**config.mk**
```make
export PLATFORM = sky130hd
export DESIGN_NAME = rr_grant_ctrl
export DESIGN_NICKNAME = d
export VERILOG_FILES = /design/src/rtl/rr_grant_ctrl.sv
export SDC_FILE = /design/constraint.sdc
export NUM_CORES = 1
export LEC_CHECK = 0
export ABC_AREA = 1
export CAP_MARGIN = 20
export CORE_MARGIN = 1.5
export CORE_UTILIZATION = 35
export CTS_BUF_LIST = sky130_fd_sc_hd__clkbuf_4
export CTS_CLUSTER_DIAMETER = 80
export DETAILED_ROUTE_END_ITERATION = 8
export GPL_TIMING_DRIVEN = 0
export SYNTH_ARGS = -nofsm -noshare
export SYNTH_HDL_FRONTEND = slang
export SYNTH_SLANG_ARGS = --single-unit
export TNS_END_PERCENT = 1
```
**constraint.sdc**
```tcl
create_clock -name clk -period 9.71 [get_ports clk]
set_input_delay 2.4275 -clock clk [delete_from_list [all_inputs] [get_ports clk]]
set_output_delay 2.4275 -clock clk [all_outputs]
set_load 0.01 [all_outputs]
```
**src/rtl/rr_grant_ctrl.sv**
```systemverilog
// rr_grant_ctrl: round-robin grant controller for one shared downstream resource.
// One requester owns the resource at a time; ownership ends on release, on the
// owner dropping its request, on enable going low, or when the hold limit is hit.
// The grant is presented both as a binary index and as a 4-to-16 style one-hot.
// The owner's "release" input is named release_req because "release" is a
// reserved SystemVerilog keyword.
module rr_grant_ctrl #(
    parameter int NUM_REQ  = 16,
    parameter int IDX_BITS = 4,
    parameter int MAX_HOLD = 8
) (
    input  logic                clk,
    input  logic                rst_n,
    input  logic                enable,
    input  logic [NUM_REQ-1:0]  req,
    input  logic                release_req,
    output logic                grant_valid,
    output logic [IDX_BITS-1:0] grant_idx,
    output logic [NUM_REQ-1:0]  grant_onehot,
    output logic                timeout
);

    // The hold counter is sized for the largest legal MAX_HOLD (255).
    localparam int                   HOLD_BITS = 8;
    localparam logic [HOLD_BITS-1:0] HOLD_LAST = HOLD_BITS'(MAX_HOLD - 1);
    localparam logic [IDX_BITS-1:0]  LAST_RESET = IDX_BITS'(NUM_REQ - 1);

    typedef enum logic {
        ST_IDLE  = 1'b0,
        ST_GRANT = 1'b1
    } state_t;

    state_t               state_q;
    state_t               state_d;
    logic [IDX_BITS-1:0]  last_q;
    logic [IDX_BITS-1:0]  last_d;
    logic [HOLD_BITS-1:0] hold_cnt_q;
    logic [HOLD_BITS-1:0] hold_cnt_d;
    logic                 grant_valid_q;
    logic                 grant_valid_d;
    logic [IDX_BITS-1:0]  grant_idx_q;
    logic [IDX_BITS-1:0]  grant_idx_d;
    logic [NUM_REQ-1:0]   grant_onehot_q;
    logic [NUM_REQ-1:0]   grant_onehot_d;
    logic                 timeout_q;
    logic                 timeout_d;

    logic                 win_found;
    logic [IDX_BITS-1:0]  win_idx;
    logic [IDX_BITS-1:0]  cand_idx;
    logic                 grant_start;

    logic                 cause_release;
    logic                 cause_drop;
    logic                 cause_disable;
    logic                 cause_limit;
    logic                 grant_end;

    // Register all state and outputs; reset puts the pointer on the last
    // requester so requester 0 wins the first arbitration.
    always_ff @(posedge clk or negedge rst_n) begin
        if (!rst_n) begin
            state_q        <= ST_IDLE;
            last_q         <= LAST_RESET;
            hold_cnt_q     <= '0;
            grant_valid_q  <= 1'b0;
            grant_idx_q    <= '0;
            grant_onehot_q <= '0;
            timeout_q      <= 1'b0;
        end else begin
            state_q        <= state_d;
            last_q         <= last_d;
            hold_cnt_q     <= hold_cnt_d;
            grant_valid_q  <= grant_valid_d;
            grant_idx_q    <= grant_idx_d;
            grant_onehot_q <= grant_onehot_d;
            timeout_q      <= timeout_d;
        end
    end

    // Rotating priority search: first set request after the last owner, wrapping.
    always_comb begin
        win_found = 1'b0;
        win_idx   = '0;
        cand_idx  = '0;
        for (int i = 1; i <= NUM_REQ; i++) begin
            cand_idx = last_q + IDX_BITS'(i);
            if (!win_found && req[cand_idx]) begin
                win_found = 1'b1;
                win_idx   = cand_idx;
            end
        end
    end

    // Decode why the current grant would end on this edge.
    always_comb begin
        grant_start   = enable && win_found;
        cause_release = release_req;
        cause_drop    = !req[grant_idx_q];
        cause_disable = !enable;
        cause_limit   = (hold_cnt_q == HOLD_LAST);
        grant_end     = cause_release || cause_drop || cause_disable || cause_limit;
    end

    // Next-state logic for the IDLE/GRANT controller.
    always_comb begin
        state_d = state_q;
        case (state_q)
            ST_IDLE: begin
                if (grant_start) begin
                    state_d = ST_GRANT;
                end
            end
            ST_GRANT: begin
                if (grant_end) begin
                    state_d = ST_IDLE;
                end
            end
            default: begin
                state_d = ST_IDLE;
            end
        endcase
    end

    // Output and datapath next values: load the winner, count hold cycles,
    // and on grant end move the pointer and flag a pure hold-limit timeout.
    always_comb begin
        last_d         = last_q;
        hold_cnt_d     = hold_cnt_q;
        grant_valid_d  = grant_valid_q;
        grant_idx_d    = grant_idx_q;
        grant_onehot_d = grant_onehot_q;
        timeout_d      = 1'b0;
        case (state_q)
            ST_IDLE: begin
                hold_cnt_d = '0;
                if (grant_start) begin
                    grant_valid_d  = 1'b1;
                    grant_idx_d    = win_idx;
                    grant_onehot_d = NUM_REQ'(1) << win_idx;
                end else begin
                    grant_valid_d  = 1'b0;
                    grant_idx_d    = '0;
                    grant_onehot_d = '0;
                end
            end
            ST_GRANT: begin
                if (grant_end) begin
                    last_d         = grant_idx_q;
                    hold_cnt_d     = '0;
                    grant_valid_d  = 1'b0;
                    grant_idx_d    = '0;
                    grant_onehot_d = '0;
                    timeout_d      = cause_limit && !(cause_release || cause_drop || cause_disable);
                end else begin
                    hold_cnt_d = hold_cnt_q + 1'b1;
                end
            end
            default: begin
                hold_cnt_d     = '0;
                grant_valid_d  = 1'b0;
                grant_idx_d    = '0;
                grant_onehot_d = '0;
            end
        endcase
    end

    assign grant_valid  = grant_valid_q;
    assign grant_idx    = grant_idx_q;
    assign grant_onehot = grant_onehot_q;
    assign timeout      = timeout_q;

endmodule

```
# Yosys cells after proc, flatten, opt, wreduce, memory -nomap -nowiden
# Index checks and enable logic that the tools add are counted.
[totals]
ff_bits = 35
elab_cells = 164
out_inout_bits = 22
[op_classes]
shift = 1
addsub = 16
bitwise = 1
muxes = 81
magnitude_cmp = 17
eq_ne = 2
reduce_logical = 39
[op_table]
columns = ["operator", "count"]
rows = [
  ["$lt A4 B5 Y1 const B", 17],
  ["$mux W4", 18],
  ["$bmux W1 S4", 17],
  ["$mux W1", 38],
  ["$add A4 B4 Y4 const B", 8],
  ["$mux W16", 2],
  ["$pmux W16 S2", 1],
  ["$logic_not A1 Y1", 18],
  ["$logic_and A1 B1 Y1", 17],
  ["$add A4 B3 Y4 const B", 4],
  ["$pmux W8 S2", 1],
  ["$shl A1 B4 Y16 const A", 1],
  ["$add A4 B2 Y4 const B", 2],
  ["$add A8 B1 Y8 const B", 1],
  ["$eq A8 B3 Y1 const B", 1],
  ["$mux W8", 1],
  ["$pmux W4 S2", 1],
  ["$add A4 B1 Y4 const B", 1],
  ["$pmux W1 S2", 2],
  ["$logic_or A1 B1 Y1", 3],
  ["$ne A2 B1 Y1 const B", 1],
  ["$reduce_and A2 Y1", 1],
  ["$not A1 Y1", 1],
]

# Depth between registers and ports, before layout
# Gate-level depths: netlist (run 1).
[logic_depth]
ltp_word = 52
mapped_depth = 29
ltp_nobuf = 27

# Least setup slack after synthesis (run 1)
# No wires, ideal clock.
[synth_timing]
path_kind = "input -> register"
startpoint = "in req[9]"
endpoint = "reg grant_onehot_q[0], in the netlist grant_onehot[0]"
setup_time_ps = 116
slack_ps = 5114
arrival_ps = 4479
cell_stages = 20
path_cell_list = "nand2_1 nand3_1 nand3_1 nand2_1 nand2_1 nand2_2 nor2_8 nand4_2 nor2_2 nand4_2 nor2_4 nand4_4 nor2_8 nand3_1 nand2_2 inv_1 nand2_4 inv_2 nand2_1 nand2_1"
[synth_via]
elab_chain_len = 51
word_cells_on_any_way = 105
cone_classes = "eq/ne: 1; shift: 1; mux: 68; reduce/logical: 35"
[synth_lines]
columns = ["element", "line", "text"]
rows = [
  ["start: declaration", "15", "input logic [NUM_REQ-1:0] req,"],
  ["$bmux W1 S4", "88", "if (!win_found && req[cand_idx]) begin"],
  ["$mux W1 (not written as such)", "88", ""],
  ["$mux W1", "88", ""],
  ["$logic_not A1 Y1", "88", ""],
  ["$logic_and A1 B1 Y1", "88", ""],
  ["$mux W1", "88", ""],
  ["$logic_not A1 Y1", "88", ""],
  ["$logic_and A1 B1 Y1", "88", ""],
  ["[... 35 more ...]", "n/a", ""],
  ["$logic_and A1 B1 Y1", "88", ""],
  ["$mux W1", "88", ""],
  ["$logic_not A1 Y1", "88", ""],
  ["$logic_and A1 B1 Y1", "88", ""],
  ["$mux W4 or $mux W1 (tied branches)", "88", ""],
  ["$shl A1 B4 Y16 or $logic_and A1 B1 Y1 (tied branches)", "140, 97", ""],
  ["$mux W16", "137", "if (grant_start) begin"],
  ["$pmux W16 S2", "134", "case (state_q)"],
  ["end signal: assignment", "76", "grant_onehot_q <= grant_onehot_d;"],
  ["end: declaration", "43", "logic [NUM_REQ-1:0] grant_onehot_q;"],
]
# Several ways; a longest one is shown, not always the timed one. The select of a mux whose other input is x is not followed.
# A chain may end at the register's enable or synchronous reset.

# Worst setup path in the final report (run 1)
[layout_timing]
startpoint = "in req[5]"
endpoint = "reg grant_onehot_q[3], in the netlist grant_onehot[3]"
# Same word-level chain as after synthesis.

==> impl_results.md, run 1 <==
* Min-Delay Path Class: reg -> reg
* Yosys reg bits at 35
* Fmax at 183 MHz
* Post-route DRC at 0
* Setup_tns at 0 ps
* PostCTS Resize Cnt at 0
* Placer Congestion at 0.921
* Nets at 630
* Sequential fraction of the synthesis area at approximately a quarter
* Antenna Violating Nets Remaining at 0
* CTS tree: yes
* CP endpoint: grant_onehot[3]$_DFFE_PN0P_
* Hold Buf Count CTS at 0
* Clk slew on worst S/H paths at 110 ps
* Maximum fanout along the worst path at 5
* Asr flop ratio synth at 100%
* Critical Path RT at 9990 ps
* PortBufs at 41
* Initial core utilization at 36.1%
* Detailed-route wire length at 10600 um
* Final Util at a little over two fifths
* Synthesis Warnings at 0
* Syn_nets at 582
* Row count at 36
* Post-synthesis compound-gate area fraction at about 8.9%
* Antenna violations before repair at 0
* RSZ-0062 raised after global routing: no
* Most frequent cells in the layout: nand2_1 (165), nand3_1 (105), inv_1 (57)
* Commonest non-fill, non-tap cell in the layout: nand2_1
* Status: complete, no violations
* Core area at ~0.01 mm^2
* Max-slew violation count at 0
* Simple-gate portion of the synthesized area at about half
* # Max-Cap Violations at 0
* Post-Place Setup Slack at 4000 ps
* Largest net degree at the start of global routing at 36
* TritonCTS buffer count at 5
* First-pass GRT wire length at 17900 um
* Initial drt markers at ~300
* Mean Syn Cell Area at 6.41 um^2
* Drt pass-1 iters at 5
* Post-synthesis mux area share at 0%
* Total grt overflow at 0
* Setup ws final at ~4300 ps
* Share of layout cells above drive strength 1 at 11.5%
* Antenna diode count at 0
* Adder-cell share of the synthesized area at 3.18%
* Die ar. at 0.0107 mm^2
* Startpoint types: input pin
* Setup Viol. Count Final at 0
* Syn-to-layout area delta at 17.4%
* Min Tclk post-route at 5450 ps
* Overall routing resource usage at 20.0%
* Largest family of logic cells by synthesized area: simple AND/OR/NAND/NOR gates
* Synth Instances at about 550
* Top-level port count at 42
* CTS root buf: clkbuf_4
* Worst slew margin at 49.3%
* Worst r2r path cells at 24
* # clock sinks at 35
* Synthesized area at 0.00354 mm^2
* Max Root-Sink Buffers at 2
* R2r endpoint: grant_onehot[11]$_DFFE_PN0P_
* Reg2reg setup slack at 5300 ps
* Synth unique cells at between 40 and 50
* Final Hold Fails at 0
* Via count at 3786
* Vias in the first global route at 3683
* Crit path arrival time at 5730 ps
* Fin crit share at 56.1%
* HPWL Detailed at between 8000 and 9000 um
* Placed cell count at 727
* XOR/XNOR share of the synthesized area at 3.85%
* Post-CTS setup buffer count at 0
* Worst-Margin Slew at 760 ps
* Clock skew after layout at ~15 ps
* Kind of end point of the critical path: flip-flop
* Average routed wire per standard cell at between 10 and 15 um
* Die W at a little over 100 um
* Clock Latency Late Sink at 330 ps
* EDFF count, synth at 0
* H-tree depth at 2
* Critical path type: in -> reg
* Vias per inst at between 5 and 6
* Worst reg2reg path startpoint: last_q[1]$_DFFE_PN1P_
* Critical path launch point: req[5]
* Die span in y at about 100 um
* Post-route non-filler standard cell count at 734
* Top FF cell, synth: dfrtp_1
==> state kept, by name (all words and copies together) (netlist names) <==
| signal | count |
|---|---|
| hold_cnt_q | 8 |
| timeout | 1 |
| last_q | 4 |
| grant_onehot | 16 |
| grant_idx | 4 |
| state_q | 1 |
| grant_valid | 1 |
==> how the worst min path moves through the flow <==
stage / cells after the start / endpoint / start
2_1_floorplan: 1 / hold_cnt_q[0]$_DFF_PN0_ / hold_cnt_q[0]$_DFF_PN0_
3_3_place_gp: 1 / hold_cnt_q[0]$_DFF_PN0_ / hold_cnt_q[0]$_DFF_PN0_
3_5_place_dp: 1 / hold_cnt_q[0]$_DFF_PN0_ / hold_cnt_q[0]$_DFF_PN0_
4_1_cts: 1 / hold_cnt_q[0]$_DFF_PN0_ / hold_cnt_q[0]$_DFF_PN0_
5_1_grt: 1 / hold_cnt_q[0]$_DFF_PN0_ / hold_cnt_q[0]$_DFF_PN0_
6_report: 1 / hold_cnt_q[0]$_DFF_PN0_ / hold_cnt_q[0]$_DFF_PN0_
==> routing by layer <==
metal  GRT usage (%)  vias up  wire, um
met4            5.36        0       212
met5               0        -         0
met2            33.6      111      4960
li1                -     1897         -
met3            1.32       15       455
met1            27.8     1763      4930
==> cell usage after synthesis (4+ instances only) <==
cell type	number	area share, %
xor2_1	7	1.7
nand3_2	5	1.4
inv_1	57	6.0
o21ai_1	5	0.71
dfrtp_1	31	22
buf_6	6	1.9
clkbuf_1	4	0.42
ha_1	9	3.2
buf_2	4	0.56
nand2_1	165	17
nor2_1	50	5.3
o21ai_0	21	3.0
nand4_1	10	1.8
nand3_1	105	15
nand2_2	15	2.6
dfstp_2	4	3.0
o21a_1	4	0.85
==> metrics by stage <==
| stage | area [um^2] | hold WS, ps |
|---|---|---|
| final | 4160 | 469 |
| after global routing | 4160 | 489 |
| after CTS | 4160 | 471 |
| after detailed placement | 4120 | 456 |
| after global placement | 4120 | 446 |
| after floorplan | 3540 | 433 |
==> cell type report <==
cell class	instances	area, um^2
fill	1047	5660
multi-input combinational	440	2310
sequential	35	881
timing repair buffer	41	405
inverter	63	241
tap	133	166
buffer	15	110
clock buffer	5	37.5
clock inverter	2	8.76
==> critical path, cell delays in order <==
cell and delay (ps):
clkdlybuf4s50_1 560, nand2_1 100, nand3_1 130, nand2_1 70
o21ai_0 310, inv_1 70, o21ai_0 440, inv_1 160
nor2_1 240, nand2_1 90, nand2_1 80, nand2_1 60
nand2_1 50, nand3_1 70, o21ai_1 140, nand3_1 180
o21bai_4 230, nand2_4 110, inv_2 100, nand2_1 60
nand2_1 60
==> cells by family after synthesis <==
logic type,Yosys count
AND/OR/NAND/NOR,369
buffers and inverters,78
AO/OA/AOI/OAI,49
flip-flops,35
XOR/XNOR,13
adder cells (fa/ha/maj),9
Power of run 1 is left out: the tool's default activity adds up to more than one toggle a clock period on the data nets, which glitch-free logic cannot reach.
==> run 2, diff against run 1 <==
==> constraint.sdc (replaced) <==
create_clock -name clk -period 5.6 [get_ports clk]
set_input_delay 1.4 -clock clk [delete_from_list [all_inputs] [get_ports clk]]
set_output_delay 1.4 -clock clk [all_outputs]
set_load 0.01 [all_outputs]
==> results of run 2 <==
The final DEF is identical to that of run 1. Status: complete, no violations.
Main changes from that run: setup slack after placement 4000 ps -> 919 ps; setup slack after layout 4260 ps -> 1180 ps; register-to-register setup slack 5300 ps -> 1190 ps
Power of run 2 is left out for the same reason.
==> run 3, diff against run 2 <==
==> constraint.sdc (replaced) <==
create_clock -name clk -period 4.41 [get_ports clk]
set_input_delay 1.1025 -clock clk [delete_from_list [all_inputs] [get_ports clk]]
set_output_delay 1.1025 -clock clk [all_outputs]
set_load 0.01 [all_outputs]
==> run 3 against run 2 <==
Effect of this change:
- non-clock buffer count unchanged
- first-iteration DRC count fell by 5.9%
- die area is the same
- worst setup slack worse by 790 ps
- cell count stayed put
- worst hold slack got worse by 1.5 ps
- utilization is 0.27 points higher
- global-route usage unchanged
- sequential cell count stayed put
- sequential share of layout area is 0.13 points lower
- via count grew 0.66%
- critical path type is now reg -> reg
==> impl_results.md, run 3 (synthesis results as in run 1) <==
* Status: complete, no violations
* Via count at 3811
* Clk slew on worst S/H paths at 110 ps
* CP max stage cell: dfstp_2
* Vias per inst at 5.19
* Initial core utilization at 36.1%
* Fin crit share at 91.2%
* Share of layout cells above drive strength 1 at 12.1%
* Hold_ws at between 400 and 500 ps
* Most frequent cells in the layout: nand2_1 (165), nand3_1 (104), inv_1 (57)
* Setup Viol. Count Final at 0
* Clock skew after layout at about 15 ps
* Die span in y at roughly 100 um
* Largest net degree at the start of global routing at 36
* # clock sinks at 35
* Placed cell count at 727
* RSZ-0062 raised after global routing: no
* Max-slew violation count at 0
* Worst r2r path cells at 24
* PortBufs at 41
* Reg2reg setup slack at between 300 and 400 ps
* Core area at 0.00982 mm^2
* TritonCTS buffer count at 5
* Average routed wire per standard cell at 14.4 um
* Min-Delay Path Class: reg -> reg
* Buf/Inv on CP at 6
* Crit path arrival time at ~4300 ps
* First-pass GRT wire length at 17900 um
* Critical path type: reg -> reg
* HPWL Detailed at 8520 um
* R2r endpoint: grant_onehot[3]$_DFFE_PN0P_
* Max Root-Sink Buffers at 2
* Slowest stage delay, CP at 600 ps
* # Max-Cap Violations at 0
* Total grt overflow at 0
* Kind of end point of the critical path: flip-flop
* Min Tclk post-route at 4020 ps
* Antenna diode count at 0
* Final Util at 42.6%
* Row count at 36
* Hold path start: hold_cnt_q[0]$_DFF_PN0_
* Maximum fanout along the worst path at 13
* CTS root buf: clkbuf_4
* CP top delay family: simple AND/OR/NAND/NOR gates
* Post-route non-filler standard cell count at approximately 730
* Worst-Margin Slew at just under 800 ps
* Startpoint types: flip-flop
* Placer Congestion at between 0.9 and 1
* Worst reg2reg path startpoint: last_q[1]$_DFFE_PN1P_
* Hold path depth at 1
* Fmax at 249 MHz
* Detailed-route wire length at approximately 11000 um
* Die ar. at 0.0107 mm^2
* Grt peak-use layer: met2
* Met3 Resource Use GR at 1.32%
* Clock Latency Late Sink at around 330 ps
* Final Hold Fails at 0
* H-tree depth at 2
* CTS tree: yes
* Die W at 104 um
* Worst Hold Path EP: hold_cnt_q[0]$_DFF_PN0_
* Met2 global-route usage at 33.6%
* Antenna Violating Nets Remaining at 0
* Worst slew margin at between 40 and 50%
* Max FFs per register at 16
* Overall routing resource usage at 20.0%
* Syn-to-layout area delta at 18.2%
* Post-route DRC at 0
* Global routing usage on met1 at 27.8%
* Nets at 630
* Hold Buf Count CTS at 0
* Top-level port count at 42
* Vias in the first global route at around 3700
* Antenna violations before repair at 0
* Worst path cell trace: inv_1 -> buf_2 -> ha_1 -> inv_1 -> buf_2 -> nand3_1 -> nand3_1 -> nand2_1 -> nand2_2 -> nand2_4 -> nor2_8 -> nand4_2 -> nor2_4 -> nand4_2 -> nor2_4 -> nand4_4 -> nor2_8 -> nand3_1 -> nand2_4 -> inv_1 -> nand2_4 -> inv_2 -> nand2_1 -> nand2_1
* Drt pass-1 iters at 7
* Commonest non-fill, non-tap cell in the layout: nand2_1
* Initial drt markers at 288
* Critical Path RT at about 4700 ps
## run 3: layout make-up
| type | instances | area, um^2 |
|---|---|---|
| Fill cell | 1043 | 5630 |
| Multi-Input combinational cell | 440 | 2330 |
| Sequential cell | 35 | 881 |
| Timing Repair Buffer | 42 | 413 |
| Inverter | 63 | 241 |
| Tap cell | 133 | 166 |
| Buffer | 14 | 106 |
| Clock buffer | 5 | 37.5 |
| Clock inverter | 2 | 8.76 |
## run 3: what timing repair did
| action | CTS | global route |
|---|---|---|
| pin swaps | 0 | 0 |
| setup endpoints to repair | 5 | 18 |
| resized for setup | 0 | 6 |
| hold endpoints to repair | 0 | 0 |
| buffers inserted | 0 | 1 |
## run 3: worst max path at each step
stage | start | end | slack (ps) | cells after the start
4_1_cts | last_q[1]$_DFFE_PN1P_ | grant_onehot[3]$_DFFE_PN0P_ | 170 | 22
3_5_place_dp | last_q[1]$_DFFE_PN1P_ | grant_onehot[3]$_DFFE_PN0P_ | -20 | 23
5_1_grt | last_q[1]$_DFFE_PN1P_ | grant_onehot[2]$_DFFE_PN0P_ | 8 | 24
2_1_floorplan | last_q[1]$_DFFE_PN1P_ | grant_onehot[0]$_DFFE_PN0P_ | 910 | 23
6_report | last_q[1]$_DFFE_PN1P_ | grant_onehot[3]$_DFFE_PN0P_ | 390 | 24
3_3_place_gp | last_q[1]$_DFFE_PN1P_ | grant_idx[3]$_DFFE_PN0P_ | -20 | 21
## run 3: metrics by stage
step	cell area (um^2)	setup TNS [ps]	setup WS, ps
3_5_place_dp	4120	-54.9	-19.8
6_report	4190	0	389
5_1_grt	4190	0	8.21
4_1_cts	4160	0	168
3_3_place_gp	4120	-41.8	-18.4
2_1_floorplan	3540	0	908
## run 3: layer usage
| metal | up-vias | wire (um) | part of all wire (%) |
|---|---|---|---|
| met5 | - | 0 | 0 |
| met4 | 0 | 194 | 1.8 |
| met1 | 1756 | 4930 | 47 |
| met2 | 138 | 4910 | 47 |
| li1 | 1900 | - | - |
| met3 | 17 | 515 | 4.9 |
## run 3: worst register-to-register path: cells and delay by family, from the launching register on
family | cells | cell delay, ps
buf+inv | 6 | 800
fa+ha+maj | 1 | 380
flops | 1 | 600
simple gates | 17 | 2160
Power of run 3 is left out for the same reason.
